**src/rtl/mod_n_pkg.sv**
```systemverilog
// Shared definitions for the serial mod-N divisibility checker.
//   bit_order_e : latched bit order of the word being received.
//   mod_add     : one modular addition step. It adds two operands that are each
//                 below N and makes at most one conditional subtract of N. No
//                 divider is used. The fixed width MAX_W covers DIVISOR up to
//                 255, so RW+1 <= 9.
package mod_n_pkg;

   localparam int MAX_W = 9;

   typedef enum logic {
      MSB_FIRST = 1'b0,
      LSB_FIRST = 1'b1
   } bit_order_e;

   function automatic logic [MAX_W-1:0] mod_add(input logic [MAX_W-1:0] x,
                                                input logic [MAX_W-1:0] y,
                                                input logic [MAX_W-1:0] n);
      logic [MAX_W-1:0] t;
      t = x + y;
      mod_add = (t >= n) ? (t - n) : t;
   endfunction

endpackage

```
**src/rtl/mod_n_step.sv**
```systemverilog
// Combinational single-bit update of the running remainder.
//   r, w       : current remainder and LSB-first weight (2^k mod N), both < N
//   a          : incoming bit
//   mode       : bit order of the current word
//   rem_nxt    : remainder after folding in a
//   weight_nxt : next weight (LSB-first only; in MSB-first mode it passes w through)
module mod_n_step
   import mod_n_pkg::*;
#(
   parameter int DIVISOR = 3,
   parameter int RW      = $clog2(DIVISOR)
) (
   input  logic [RW-1:0] r,
   input  logic [RW-1:0] w,
   input  logic          a,
   input  bit_order_e    mode,
   output logic [RW-1:0] rem_nxt,
   output logic [RW-1:0] weight_nxt
);

   localparam logic [MAX_W-1:0] N_W = MAX_W'(DIVISOR);

   logic [MAX_W-1:0] r_w;
   logic [MAX_W-1:0] w_w;
   logic [MAX_W-1:0] a_w;
   logic [MAX_W-1:0] rem_w;
   logic [MAX_W-1:0] wgt_w;
   logic             unused_hi;

   always_comb begin
      r_w   = MAX_W'(r);
      w_w   = MAX_W'(w);
      a_w   = MAX_W'(a);
      rem_w = '0;
      wgt_w = w_w;
      if (mode == MSB_FIRST) begin
         // 2r + a: r < N <= 255, so 2r + 1 fits in MAX_W bits.
         rem_w = mod_add(r_w << 1, a_w, N_W);
      end else begin
         rem_w = mod_add(r_w, a ? w_w : '0, N_W);
         wgt_w = mod_add(w_w, w_w, N_W);
      end
      rem_nxt    = rem_w[RW-1:0];
      weight_nxt = wgt_w[RW-1:0];
   end

   // After the subtract the results are below N, so the bits above RW are always zero.
   assign unused_hi = ^{rem_w[MAX_W-1:RW], wgt_w[MAX_W-1:RW]};

endmodule

```
**config.mk**
```make
export PLATFORM = sky130hd
export DESIGN_NAME = mod_n_step
export DESIGN_NICKNAME = d
export VERILOG_FILES = /design/src/rtl/mod_n_pkg.sv /design/src/rtl/mod_n_step.sv
export SDC_FILE = /design/constraint.sdc
export NUM_CORES = 1
export LEC_CHECK = 0
export BUFFER_PORTS_ARGS = -buffer_cell sky130_fd_sc_hd__buf_2
export CAP_MARGIN = 20
export CORE_AREA = 2 2 39 41
export DETAILED_ROUTE_END_ITERATION = 12
export DIE_AREA = 0 0 41 43
export GPL_TIMING_DRIVEN = 0
export PLACE_DENSITY_LB_ADDON = 0.2
export SKIP_LAST_GASP = 1
export SYNTH_ARGS = -nofsm -noshare
export SYNTH_HDL_FRONTEND = slang
export SYNTH_SLANG_ARGS = --single-unit
```
**constraint.sdc**
```tcl
create_clock -name vclk -period 3.4
set_input_delay 0.17 -clock vclk [all_inputs]
set_output_delay 0.17 -clock vclk [all_outputs]
set_load 0.02 [all_outputs]
```
# --- Yosys cells after proc, flatten, opt, wreduce, memory -nomap -nowiden ---
# Cells that the tools add are included.
word_totals:
  register_bits: 0
  out_inout_bits: 4
  wordCells: 15
classes:
  n_addsub: 6
  n_lt_le_gt_ge: 3
  n_mux: 6
ops:
  columns: ["cell", "count"]
  rows:
  - ["$mux 2", 6]
  - ["$add 2x2->3", 2]
  - ["$ge 3x2->1 const B", 2]
  - ["$sub 2x2->2 const B", 3]
  - ["$add 3x1->4", 1]
  - ["$ge 4x2->1 const B", 1]

# --- Longest topological paths before layout ---
depth:
  depth_word: 5
  depth_mapped: 9
  depth_no_buf: 9

# --- Least setup slack after synthesis ---
# OpenSTA, ideal clock, no wires.
synth_timing:
  kind: "input -> output"
  startpoint: "input port w[0]"
  endpoint: "output port rem_nxt[1]"
  arrival_time_ns: 1.687
  t_required_ns: 3.230
  setup_slack_ns: 1.543
  stages: 9
  cell_sequence: "and2_1 -> ha_1 -> inv_1 -> fa_1 -> inv_1 -> ha_1 -> nor3b_1 -> o211ai_1 -> o21ai_1"
synth_between:
  elab_chain_len: 5
  word_cells_on_any_way: 6
  cone_classes: "2 x add/sub; 1 x order compare; 3 x mux"
synth_rtl:
  columns: ["item", "line_no", "rtl"]
  rows:
  - ["from (decl)", "mod_n_step.sv:14", "input logic [RW-1:0] w,"]
  - ["$mux 2 (*)", "mod_n_step.sv:40", "rem_w = mod_add(r_w, a ? w_w : '0, N_W);"]
  - ["$add 2x2->3 (*)", "mod_n_pkg.sv:20", "t = x + y;"]
  - ["$ge 3x2->1 / $sub 2x2->2 (equally long branches)", "mod_n_pkg.sv:21", "mod_add = (t >= n) ? (t - n) : t;"]
  - ["$mux 2 (*)", "mod_n_pkg.sv:21", null]
  - ["$mux 2 (*)", "mod_n_step.sv:36", "if (mode == MSB_FIRST) begin"]
  - ["to (decl)", "mod_n_step.sv:17", "output logic [RW-1:0] rem_nxt,"]
# Mark *: on every way between the ends. The rest lies on a longest branch, timed or not.

# --- Worst setup path in the final report ---
layout_timing:
  startpoint: "input port a"
  endpoint: "output port rem_nxt[0]"
layout_between:
  elab_chain_len: 5
  word_cells_on_any_way: 10
  cone_classes: "4 x add/sub; 2 x order compare; 4 x mux"
layout_rtl:
  columns: ["item", "line_no", "rtl"]
  rows:
  - ["from (decl)", "mod_n_step.sv:15", "input logic a,"]
  - ["$mux 2", "mod_n_step.sv:40", null]
  - ["$add 2x2->3", "mod_n_pkg.sv:20", null]
  - ["$ge 3x2->1 / $sub 2x2->2 (equally long branches)", "mod_n_pkg.sv:21", null]
  - ["$mux 2", "mod_n_pkg.sv:21", null]
  - ["$mux 2 (*)", "mod_n_step.sv:36", null]
# Marked as above.

==> summary.md <==
| Metric | Value |
|---|---|
| Drt total wl | `396 um` |
| Seq_cells | `0` |
| DR vias | `177` |
| Post-Syn Nets | `32` |
| Antenna Cells | `0` |
| Max cap viols | `0` |
| Post-Synthesis Cells | `22` |
| Hold EP | `weight_nxt[0]` |
| Cell area after placement | `259 um2` |
| Final setup vio count | `0` |
| Status | `finished, final reports clean` |
| Final nets | `44` |
| Wirelength per Cell | `8.25 um` |
| Post-CTS setup buffers | `0` |
| Final Cycle Share | `0.627` |
| Hold WC Path Type | `in2out` |
| Worst endpoint required time | `3230 ps` |
| Startpoint types | `primary input` |
| Final Hold Viols | `0` |
| Setup TNS | `0 ps` |
| Starting Density | `0.137` |
| WP data arrival | `1960 ps` |
| DIE WIDTH | `41 um` |
| DRT Pass-1 Iters | `1` |
| PD cells | `187 nW/um2` |
| VDD IR-drop max | `40.1 uV` |
| Final GP Congestion | `0.713` |
| Final HPWL DP | `357 um` |
| Core area | `1380 um2` |
| Layout cells sized above 1 | `0.406` |
| Hold path start | `w[0]` |
| Sequential area share after synthesis | `0` |
| Yosys warning count | `0` |
| Max FO, Critical Path | `4` |
| Yosys top cell by area | `ha_1` |
| Commonest cells post-synth | `ha_1, inv_1, mux2_2, o211ai_1` |
| Crit Path Class | `in2out` |
| Gr usage total | `0.0490` |
| Min Tclk post-route | `2130 ps` |
| Post-route ant nets | `0` |
| Top cells by area, synth | `ha_1, mux2_2, fa_1, o211ai_1, inv_1` |
| Leak Pwr | `0.000117 uW` |
| Die ar. | `1760 um2` |
| Clk_buf instances | `0` |
| Max Clk Rate | `0.469 GHz` |
| Unrepaired setup endpoints after global routing | `false` |
| Synth top area share | `0.199` |
| Total gr overflow | `0` |
| Vias in the first global route | `171` |
| Die height | `43 um` |
| # DRC | `0` |
| Syn avg cell area | `8.59 um2` |
| Post-CTS resize count | `0` |
| First-pass GRT wire length | `648 um` |
| # hold bufs at CTS | `0` |
| I/O Buffers | `10` |
| Multi-input combinational cell area | `178 um2` |
| Critical Path End Type | `output pin` |
| Mapped cell area | `189 um2` |
| Layout fillers | `151` |
| Max_slew headroom | `0.904` |
| Cell variety after synth | `16` |
| Slew Viols, Final | `0` |
| IO Count | `10` |
| Row count | `14` |
| Post-route design area | `259 um2` |
| Worst-margin pin slew | `140 ps` |
| Initial antenna violation count | `0` |
| DR iter-0 viols | `0` |
| Sequential cell area | `0 um2` |
| Synth-to-layout area growth | `37.1%` |
| WHS Path Cells | `3` |
| Largest net degree at the start of global routing | `7` |
| Via density per instance | `3.69` |
==> where the power goes <==
part	switching, uW	internal (uW)	total, uW
Sequential	0	0	0
Clock	0	0	0
Combinational	26.5	22.0	48.5
==> layout make-up <==
cell class         instances  area share
multi-input cells         19       0.686
repair buffers            10       0.193
well taps                 16      0.0773
inverters                  3      0.0435
==> kinds of logic (layout without fill, tap and decap cells) <==
| kind of cell | after synthesis | after routing | synth area share |
|---|---|---|---|
| AOI/OAI and AO/OA | 4 | 4 | 0.146 |
| xor gates and xnor gates | 1 | 1 | 0.0464 |
| adders and majority gates | 4 | 4 | 0.305 |
| buffers and inverters | 3 | 13 | 0.0596 |
| muxes | 3 | 3 | 0.172 |
| and+or+nand+nor | 7 | 7 | 0.272 |
==> cell usage in the layout, fill, tap and decap left out <==
cell,synthesis,routed
nand3b_1,1,1
nand2_1,1,1
xnor2_1,1,1
o21ai_1,1,1
buf_2,0,10
mux2_2,2,2
ha_1,3,3
o211ai_1,2,2
nor2_4,1,1
fa_1,1,1
nand4b_1,1,1
o21a_1,1,1
nor2b_1,1,1
mux2i_1,1,1
and2_1,1,1
inv_1,3,3
nor3b_1,1,1
==> worst max path at each step <==
stage               slack, ps         end  startpoint  cells past startpoint
CTS                      1250  rem_nxt[0]           a                     11
global placement         1240  rem_nxt[0]           a                     11
floorplan                1540  rem_nxt[1]        w[0]                      9
detailed placement       1260  rem_nxt[0]           a                     11
global route             1110  rem_nxt[1]           a                     11
finish                   1270  rem_nxt[0]           a                     11
==> critical path, stage by stage <==
cell and delay [ps]:
buf_2 120, and2_1 120, ha_1 130, inv_1 40, fa_1 540, inv_1 60
ha_1 210, nand4b_1 170, o211ai_1 100, o21a_1 140, buf_2 160
==> per-stage QoR <==
step | total power (uW) | utilization | hold WS [ps] | std cells | setup slack (ps)
3_3_place_gp | 48.7 | 0.187 | 712 | 48 | 1240
4_1_cts | 49.1 | 0.187 | 714 | 48 | 1250
6_report | 48.5 | 0.187 | 711 | 48 | 1270
3_5_place_dp | 48.6 | 0.187 | 714 | 48 | 1260
2_1_floorplan | 33.1 | - | 485 | 22 | 1540
5_1_grt | 54.8 | 0.187 | 739 | 48 | 1110
==> per-layer routing <==
metal / part of all wire / vias up / global-route usage
met2: 0.36 / 5 / 0.0688
met4: 0 / 0 / 0
met5: 0 / - / 0
met3: 0.048 / 0 / 0
li1: - / 100 / -
met1: 0.59 / 72 / 0.0854
Note: power is estimated with default switching activity, not from simulation.
